`config.mk`:
```
export PLATFORM = sky130hd
export DESIGN_NAME = branch_cmd_issuer_flat
export DESIGN_NICKNAME = d
export VERILOG_FILES = /design/src/rtl/branch_cmd_issuer_if.sv /design/src/rtl/branch_cmd_issuer.sv /design/src/flat_wrapper.sv
export SDC_FILE = /design/constraint.sdc
export NUM_CORES = 1
export LEC_CHECK = 0
export ABC_AREA = 1
export CAP_MARGIN = 0
export CORE_MARGIN = 5
export CORE_UTILIZATION = 38
export DETAILED_ROUTE_END_ITERATION = 8
export DONT_BUFFER_PORTS = 1
export GPL_TIMING_DRIVEN = 0
export HOLD_SLACK_MARGIN = 0.12
export PLACE_DENSITY = 0.65
export SYNTH_ARGS = -nofsm -noshare
export SYNTH_HDL_FRONTEND = slang
export SYNTH_SLANG_ARGS = --single-unit
```
`constraint.sdc`:
```
create_clock -name clk -period 1.8 [get_ports clk]
set_input_delay 0.54 -clock clk [delete_from_list [all_inputs] [get_ports clk]]
set_output_delay 0.54 -clock clk [all_outputs]
set_load 0.01 [all_outputs]
```
`src/rtl/branch_cmd_issuer_if.sv`:
```
// Command and issue bundle between the sequencer, the branch command issuer and
// the branch control block.
interface branch_cmd_issuer_if #(
   parameter int unsigned LANES = 16,
   parameter int unsigned DW    = 3
);
   logic                  cmd_valid;
   logic                  cmd_ready;
   logic [LANES-1:0]      cmd_branch;
   logic [LANES-1:0]      cmd_merge;
   logic [LANES-1:0]      cmd_pred;
   logic [LANES-1:0]      branch_set;
   logic [LANES-1:0]      merge_set;
   logic [LANES-1:0]      branch_in;
   logic [LANES*DW-1:0]   depth;
   logic [LANES-1:0]      overflow_err;
   logic [LANES-1:0]      underflow_err;
   logic                  err_clr;

   modport master (
      output cmd_valid, cmd_branch, cmd_merge, cmd_pred, err_clr,
      input  cmd_ready, branch_set, merge_set, branch_in, depth, overflow_err, underflow_err
   );

   modport slave (
      input  cmd_valid, cmd_branch, cmd_merge, cmd_pred, err_clr,
      output cmd_ready, branch_set, merge_set, branch_in, depth, overflow_err, underflow_err
   );
endinterface

```
`src/rtl/branch_cmd_issuer.sv`:
```
// Turns per-lane branch/merge commands into one-cycle push/pop pulses, tracking lane
// depth so the downstream branch stacks never overflow or underflow.
module branch_cmd_issuer #(
   parameter int unsigned LANES = 16,
   parameter int unsigned DEPTH = 4,
   parameter int unsigned DW    = 3
) (
   input logic                clk,
   input logic                rst,
   input logic                en,
   branch_cmd_issuer_if.slave bus
);
   typedef enum logic [0:0] {StIdle, StSplit} state_e;

   localparam logic [DW-1:0] Full = DW'(DEPTH);

   state_e              state_q;
   logic [LANES-1:0]    bs_q, ms_q, bi_q;
   logic [LANES-1:0]    pend_q, pend_pred_q;
   logic [LANES-1:0]    ovf_q, unf_q;
   logic [LANES*DW-1:0] depth_q, depth_d;
   logic [LANES-1:0]    m_ok, b_ok, conf, ovf_hit, unf_hit;
   logic                accept;

   always_comb begin
      accept  = (state_q == StIdle) && en && bus.cmd_valid;
      depth_d = depth_q;
      m_ok    = '0;
      b_ok    = '0;
      ovf_hit = '0;
      unf_hit = '0;
      for (int i = 0; i < LANES; i++) begin
         m_ok[i]    = bus.cmd_merge[i] && (depth_q[i*DW +: DW] != '0);
         b_ok[i]    = bus.cmd_branch[i] && (depth_q[i*DW +: DW] < Full);
         ovf_hit[i] = accept && bus.cmd_branch[i] && (depth_q[i*DW +: DW] == Full);
         unf_hit[i] = accept && bus.cmd_merge[i] && (depth_q[i*DW +: DW] == '0);
         // A conflicting lane pops now and pushes in the split cycle.
         if (accept && m_ok[i]) begin
            depth_d[i*DW +: DW] = depth_q[i*DW +: DW] - DW'(1);
         end else if (accept && b_ok[i]) begin
            depth_d[i*DW +: DW] = depth_q[i*DW +: DW] + DW'(1);
         end else if ((state_q == StSplit) && en && pend_q[i]) begin
            depth_d[i*DW +: DW] = depth_q[i*DW +: DW] + DW'(1);
         end
      end
      conf = m_ok & b_ok;
   end

   always_ff @(posedge clk or negedge rst) begin
      if (!rst) begin
         state_q     <= StIdle;
         bs_q        <= '0;
         ms_q        <= '0;
         bi_q        <= '0;
         pend_q      <= '0;
         pend_pred_q <= '0;
         ovf_q       <= '0;
         unf_q       <= '0;
         depth_q     <= '0;
      end else begin
         depth_q <= depth_d;
         // A new error in the clearing cycle keeps its bit set.
         ovf_q   <= (bus.err_clr ? '0 : ovf_q) | ovf_hit;
         unf_q   <= (bus.err_clr ? '0 : unf_q) | unf_hit;
         bs_q    <= '0;
         ms_q    <= '0;
         bi_q    <= '0;
         unique case (state_q)
            StIdle: begin
               if (accept) begin
                  ms_q <= m_ok;
                  bs_q <= b_ok & ~m_ok;
                  bi_q <= bus.cmd_pred & b_ok & ~m_ok;
                  if (|conf) begin
                     pend_q      <= conf;
                     pend_pred_q <= bus.cmd_pred & conf;
                     state_q     <= StSplit;
                  end
               end
            end
            StSplit: begin
               if (en) begin
                  bs_q    <= pend_q;
                  bi_q    <= pend_pred_q;
                  pend_q  <= '0;
                  state_q <= StIdle;
               end
            end
            default: state_q <= StIdle;
         endcase
      end
   end

   assign bus.cmd_ready     = rst && en && (state_q == StIdle);
   assign bus.branch_set    = bs_q;
   assign bus.merge_set     = ms_q;
   assign bus.branch_in     = bi_q;
   assign bus.depth         = depth_q;
   assign bus.overflow_err  = ovf_q;
   assign bus.underflow_err = unf_q;
endmodule

```
`src/flat_wrapper.sv`:
```
// flat-port wrapper written by rule: the top's interface ports become plain ports
module branch_cmd_issuer_flat 
#(
   parameter int unsigned LANES = 16,
   parameter int unsigned DEPTH = 4,
   parameter int unsigned DW    = 3
)
  (clk, rst, en, bus_cmd_valid, bus_cmd_branch, bus_cmd_merge, bus_cmd_pred, bus_err_clr, bus_cmd_ready, bus_branch_set, bus_merge_set, bus_branch_in, bus_depth, bus_overflow_err, bus_underflow_err);
  branch_cmd_issuer_if #(.LANES(LANES), .DW(DW)) bus_i ();
  input logic clk;
  input logic rst;
  input logic en;
  input wire logic [$bits(bus_i.cmd_valid)-1:0] bus_cmd_valid;
  input wire logic [$bits(bus_i.cmd_branch)-1:0] bus_cmd_branch;
  input wire logic [$bits(bus_i.cmd_merge)-1:0] bus_cmd_merge;
  input wire logic [$bits(bus_i.cmd_pred)-1:0] bus_cmd_pred;
  input wire logic [$bits(bus_i.err_clr)-1:0] bus_err_clr;
  output wire logic [$bits(bus_i.cmd_ready)-1:0] bus_cmd_ready;
  output wire logic [$bits(bus_i.branch_set)-1:0] bus_branch_set;
  output wire logic [$bits(bus_i.merge_set)-1:0] bus_merge_set;
  output wire logic [$bits(bus_i.branch_in)-1:0] bus_branch_in;
  output wire logic [$bits(bus_i.depth)-1:0] bus_depth;
  output wire logic [$bits(bus_i.overflow_err)-1:0] bus_overflow_err;
  output wire logic [$bits(bus_i.underflow_err)-1:0] bus_underflow_err;
  assign bus_i.cmd_valid = bus_cmd_valid;
  assign bus_i.cmd_branch = bus_cmd_branch;
  assign bus_i.cmd_merge = bus_cmd_merge;
  assign bus_i.cmd_pred = bus_cmd_pred;
  assign bus_i.err_clr = bus_err_clr;
  assign bus_cmd_ready = bus_i.cmd_ready;
  assign bus_branch_set = bus_i.branch_set;
  assign bus_merge_set = bus_i.merge_set;
  assign bus_branch_in = bus_i.branch_in;
  assign bus_depth = bus_i.depth;
  assign bus_overflow_err = bus_i.overflow_err;
  assign bus_underflow_err = bus_i.underflow_err;
  branch_cmd_issuer #(.LANES(LANES), .DEPTH(DEPTH), .DW(DW)) u_core (.clk(clk), .rst(rst), .en(en), .bus(bus_i));
endmodule
```
==> impl_metrics.ini <==
[run_status]
violations = hold timing, setup timing
status = finished, violations left

[power_and_ir_drop]
power_mw = 13.5
p_clk_frac = 0.276
p_switching_mw = 5.13
switching_share = 0.380
internal_power_mw = 8.38
p_per_area_mw_per_mm2 = 1470
seqPwrFrac = 0.440
irDropWorstVdd_mv = 0.622
p_comb_frac = 0.284
p_leak_nw = 4.65

[setup_path]
crit_fanout = 7
critPathLaunchType = flip-flop
r2r-end = u_core.bus.depth[20]$_DFFE_PN0P_
crit_start = u_core.state_q$_DFF_PN0_
critPathCapture = u_core.bus.depth[20]$_DFFE_PN0P_
reg2regPathDepth = 9
rrSetupSlack_ns = -0.002
cp.arrival_ns = 2.10
endpoint_kind = flip-flop
crit_type = flip-flop to flip-flop
r2r_start = u_core.state_q$_DFF_PN0_
critical_path_required_ns = 2.10

[route]
ant_nets = 0
via_per_inst = 5.02
post_drt_wl_per_cell_um = 19.2
drcViolationCount = 0
vias = 5728
drtIter0Drc = 378
drt_pass1_iterations = 5
routed_wl_um = 21900

[global_route]
grt.total_usage = 0.197
grt_max_degree = 163
grt-ovfl-total = 0
grt_pass1_vias = 5789
antenna_found_initial = 0
grt_first_pass_wirelength_um = 33300

[clock_tree]
numCtsBuffers = 17
clkTransAtPathRegs_ns = 0.06
h-tree-depth = 4
clockBufferDepth = 2
cts_tree = yes
root_buffer = clkbuf_16
cts.sinks = 161
clkLatencyLatePin_ns = 0.42

[job]
drv_cap = 0

[timing]
fin_crit_sh = 1.00
hold_slack_ns = -0.184
fin_tns_setup_ns = -0.00240
worst_slew_pin_slew_ns = 1.01
drv_slew = 0
finalCriticalPeriod_ns = 1.80
timing.fmax_mhz = 555
setup_viol = 1
finClkSkew_ns = 0.00603
hold_viol_final = 161
setup_ws_ns = -0.00240
grt_setup_unrepaired = true
max_slew_margin = 0.327

[floorplan]
boundaryPins = 182
rows = 51
core_mm2 = 0.0193
die_x_um = 150
initial_core_util = 0.384
die_area_mm2 = 0.0224
die_h_um = 150

[logic_synthesis]
yosysTopAreaCell = dfrtp_1
synth_seq_cells = 161
syn_nets = 885
synth.distinct_cells = 32
netlist_area_mm2 = 0.00742
ys_seq_area_frac = 0.543
syn_inst = 816
avgSynthCellArea_um2 = 9.10
synth_area_leaders = dfrtp_1, nand2_1, nand3_1
yosys.area.top_type_share = 0.543
yosysWarnings = 0

[hold_path]
min-delay-path-class = primary input to async pin

[placement]
dp.final_hpwl_um = 15000
port_buffers = 0
placed_cell_area_mm2 = 0.00777
gp_routability_congestion = 0.830

[cells_and_area]
drive_gt1_frac = 0.287
finalCoreUtilization = 0.474
syn2layout_area_growth_pct = 23.5
fin_nets = 932
nFillCells = 1792
diodes = 0
final_cell_mix = nand2_1, dfrtp_1, inv_1
fin_area_mm2 = 0.00917
final_common_cell = nand2_1
[critical path, stage by stage, from the launching register on]
cell	delay, ns
dfrtp_1	0.41
inv_2	0.09
nand3_4	0.13
inv_8	0.13
buf_12	0.17
nand2_4	0.08
fa_2	0.39
nand2_2	0.08
o21ai_2	0.05
xor2_1	0.14
[worst min-delay path by stage]
stage,to,slack [ns]
global route,u_core.bus.depth[44]$_DFFE_PN0P_,-0.22
CTS,u_core.bus.depth[44]$_DFFE_PN0P_,-0.20
finish,u_core.bus.merge_set[13]$_DFF_PN0_,-0.18
detailed placement,u_core.bus.depth[44]$_DFFE_PN0P_,0.25
floorplan,u_core.bus.branch_in[0]$_DFF_PN0_,0.24
global placement,u_core.bus.depth[44]$_DFFE_PN0P_,0.25
[cell usage after synthesis]
library cell and count:
a21boi_0 3, a21oi_1 18, a22o_1 1, a32o_1 15, and2_1 11, buf_1 1
buf_2 13, buf_4 2, buf_6 2, clkbuf_1 4, dfrtp_1 161, fa_1 16
inv_1 83, inv_2 31, inv_4 1, nand2_1 216, nand2_2 4, nand3_1 70
nand3_2 3, nand3_4 1, nand3b_1 1, nand4_1 5, nor2_1 39, nor2_2 3
nor2_4 2, nor3_1 12, o21ai_0 34, o21ai_1 16, o21ai_4 1, o31ai_1 14
or2_0 1, xor2_1 32
[stage by stage]
stage	cells	worst slack, ns
finish	1141	-0.00240
floorplan	816	-0.00570
global route	1141	-0.0980
detailed placement	1081	-0.387
CTS	1127	-0.0220
global placement	1081	-0.362
[per-layer routing]
metal / track usage / routed length (µm)
met5: 0 / 0
met4: 0.0554 / 412
met3: 0.0697 / 1960
met2: 0.308 / 10500
met1: 0.259 / 9070
[flip-flops by register name, indices dropped and copies added, names as in the netlist]
signal                    count
u_core.bus.overflow_err      16
u_core.bus.branch_in         16
u_core.bus.merge_set         16
u_core.bus.depth             48
u_core.pend_q                16
u_core.state_q                1
u_core.bus.branch_set        16
u_core.pend_pred_q           16
u_core.bus.underflow_err     16
[timing repair]
item | 4_1_cts | 5_1_grt
gates cloned | 0 | 1
hold endpoints to repair | 161 | 161
pin swaps | 9 | 44
gates resized for setup | 101 | 91
setup endpoints to repair | 75 | 74
setup buffers | 14 | 13
[kinds of logic (layout without fill, tap and decap cells)]
kind of cell    after synthesis  after routing  share of synthesized area
simple gates                368            368                      0.215
flops                       161            161                      0.543
buf+inv                     137            197                     0.0748
compound gates              102            102                     0.0866
xor+xnor                     32             32                     0.0378
fa+ha+maj                    16             16                     0.0431
[layout make-up]
| cell class | count | area, µm² | share of cell area |
|---|---|---|---|
| clock inverter | 9 | 131 | 0.0143 |
| tap | 265 | 332 | 0.0362 |
| sequential | 161 | 4080 | 0.445 |
| timing repair buffer | 28 | 255 | 0.0278 |
| multi-input combinational | 518 | 3260 | 0.355 |
| inverter | 115 | 442 | 0.0482 |
| buffer | 22 | 199 | 0.0217 |
| clock buffer | 23 | 468 | 0.0510 |
[power groups by stage]
stage / Clock [mW] / Sequential [mW] / Combinational (mW)
after CTS: 3.81 / 5.90 / 3.36
after global routing: 3.96 / 6.09 / 4.37
after floorplan: 0 / 5.59 / 2.37
after global placement: 0 / 5.87 / 2.90
after detailed placement: 0 / 5.89 / 3.03
final: 3.73 / 5.95 / 3.84
(Power assumes the default switching activity.)
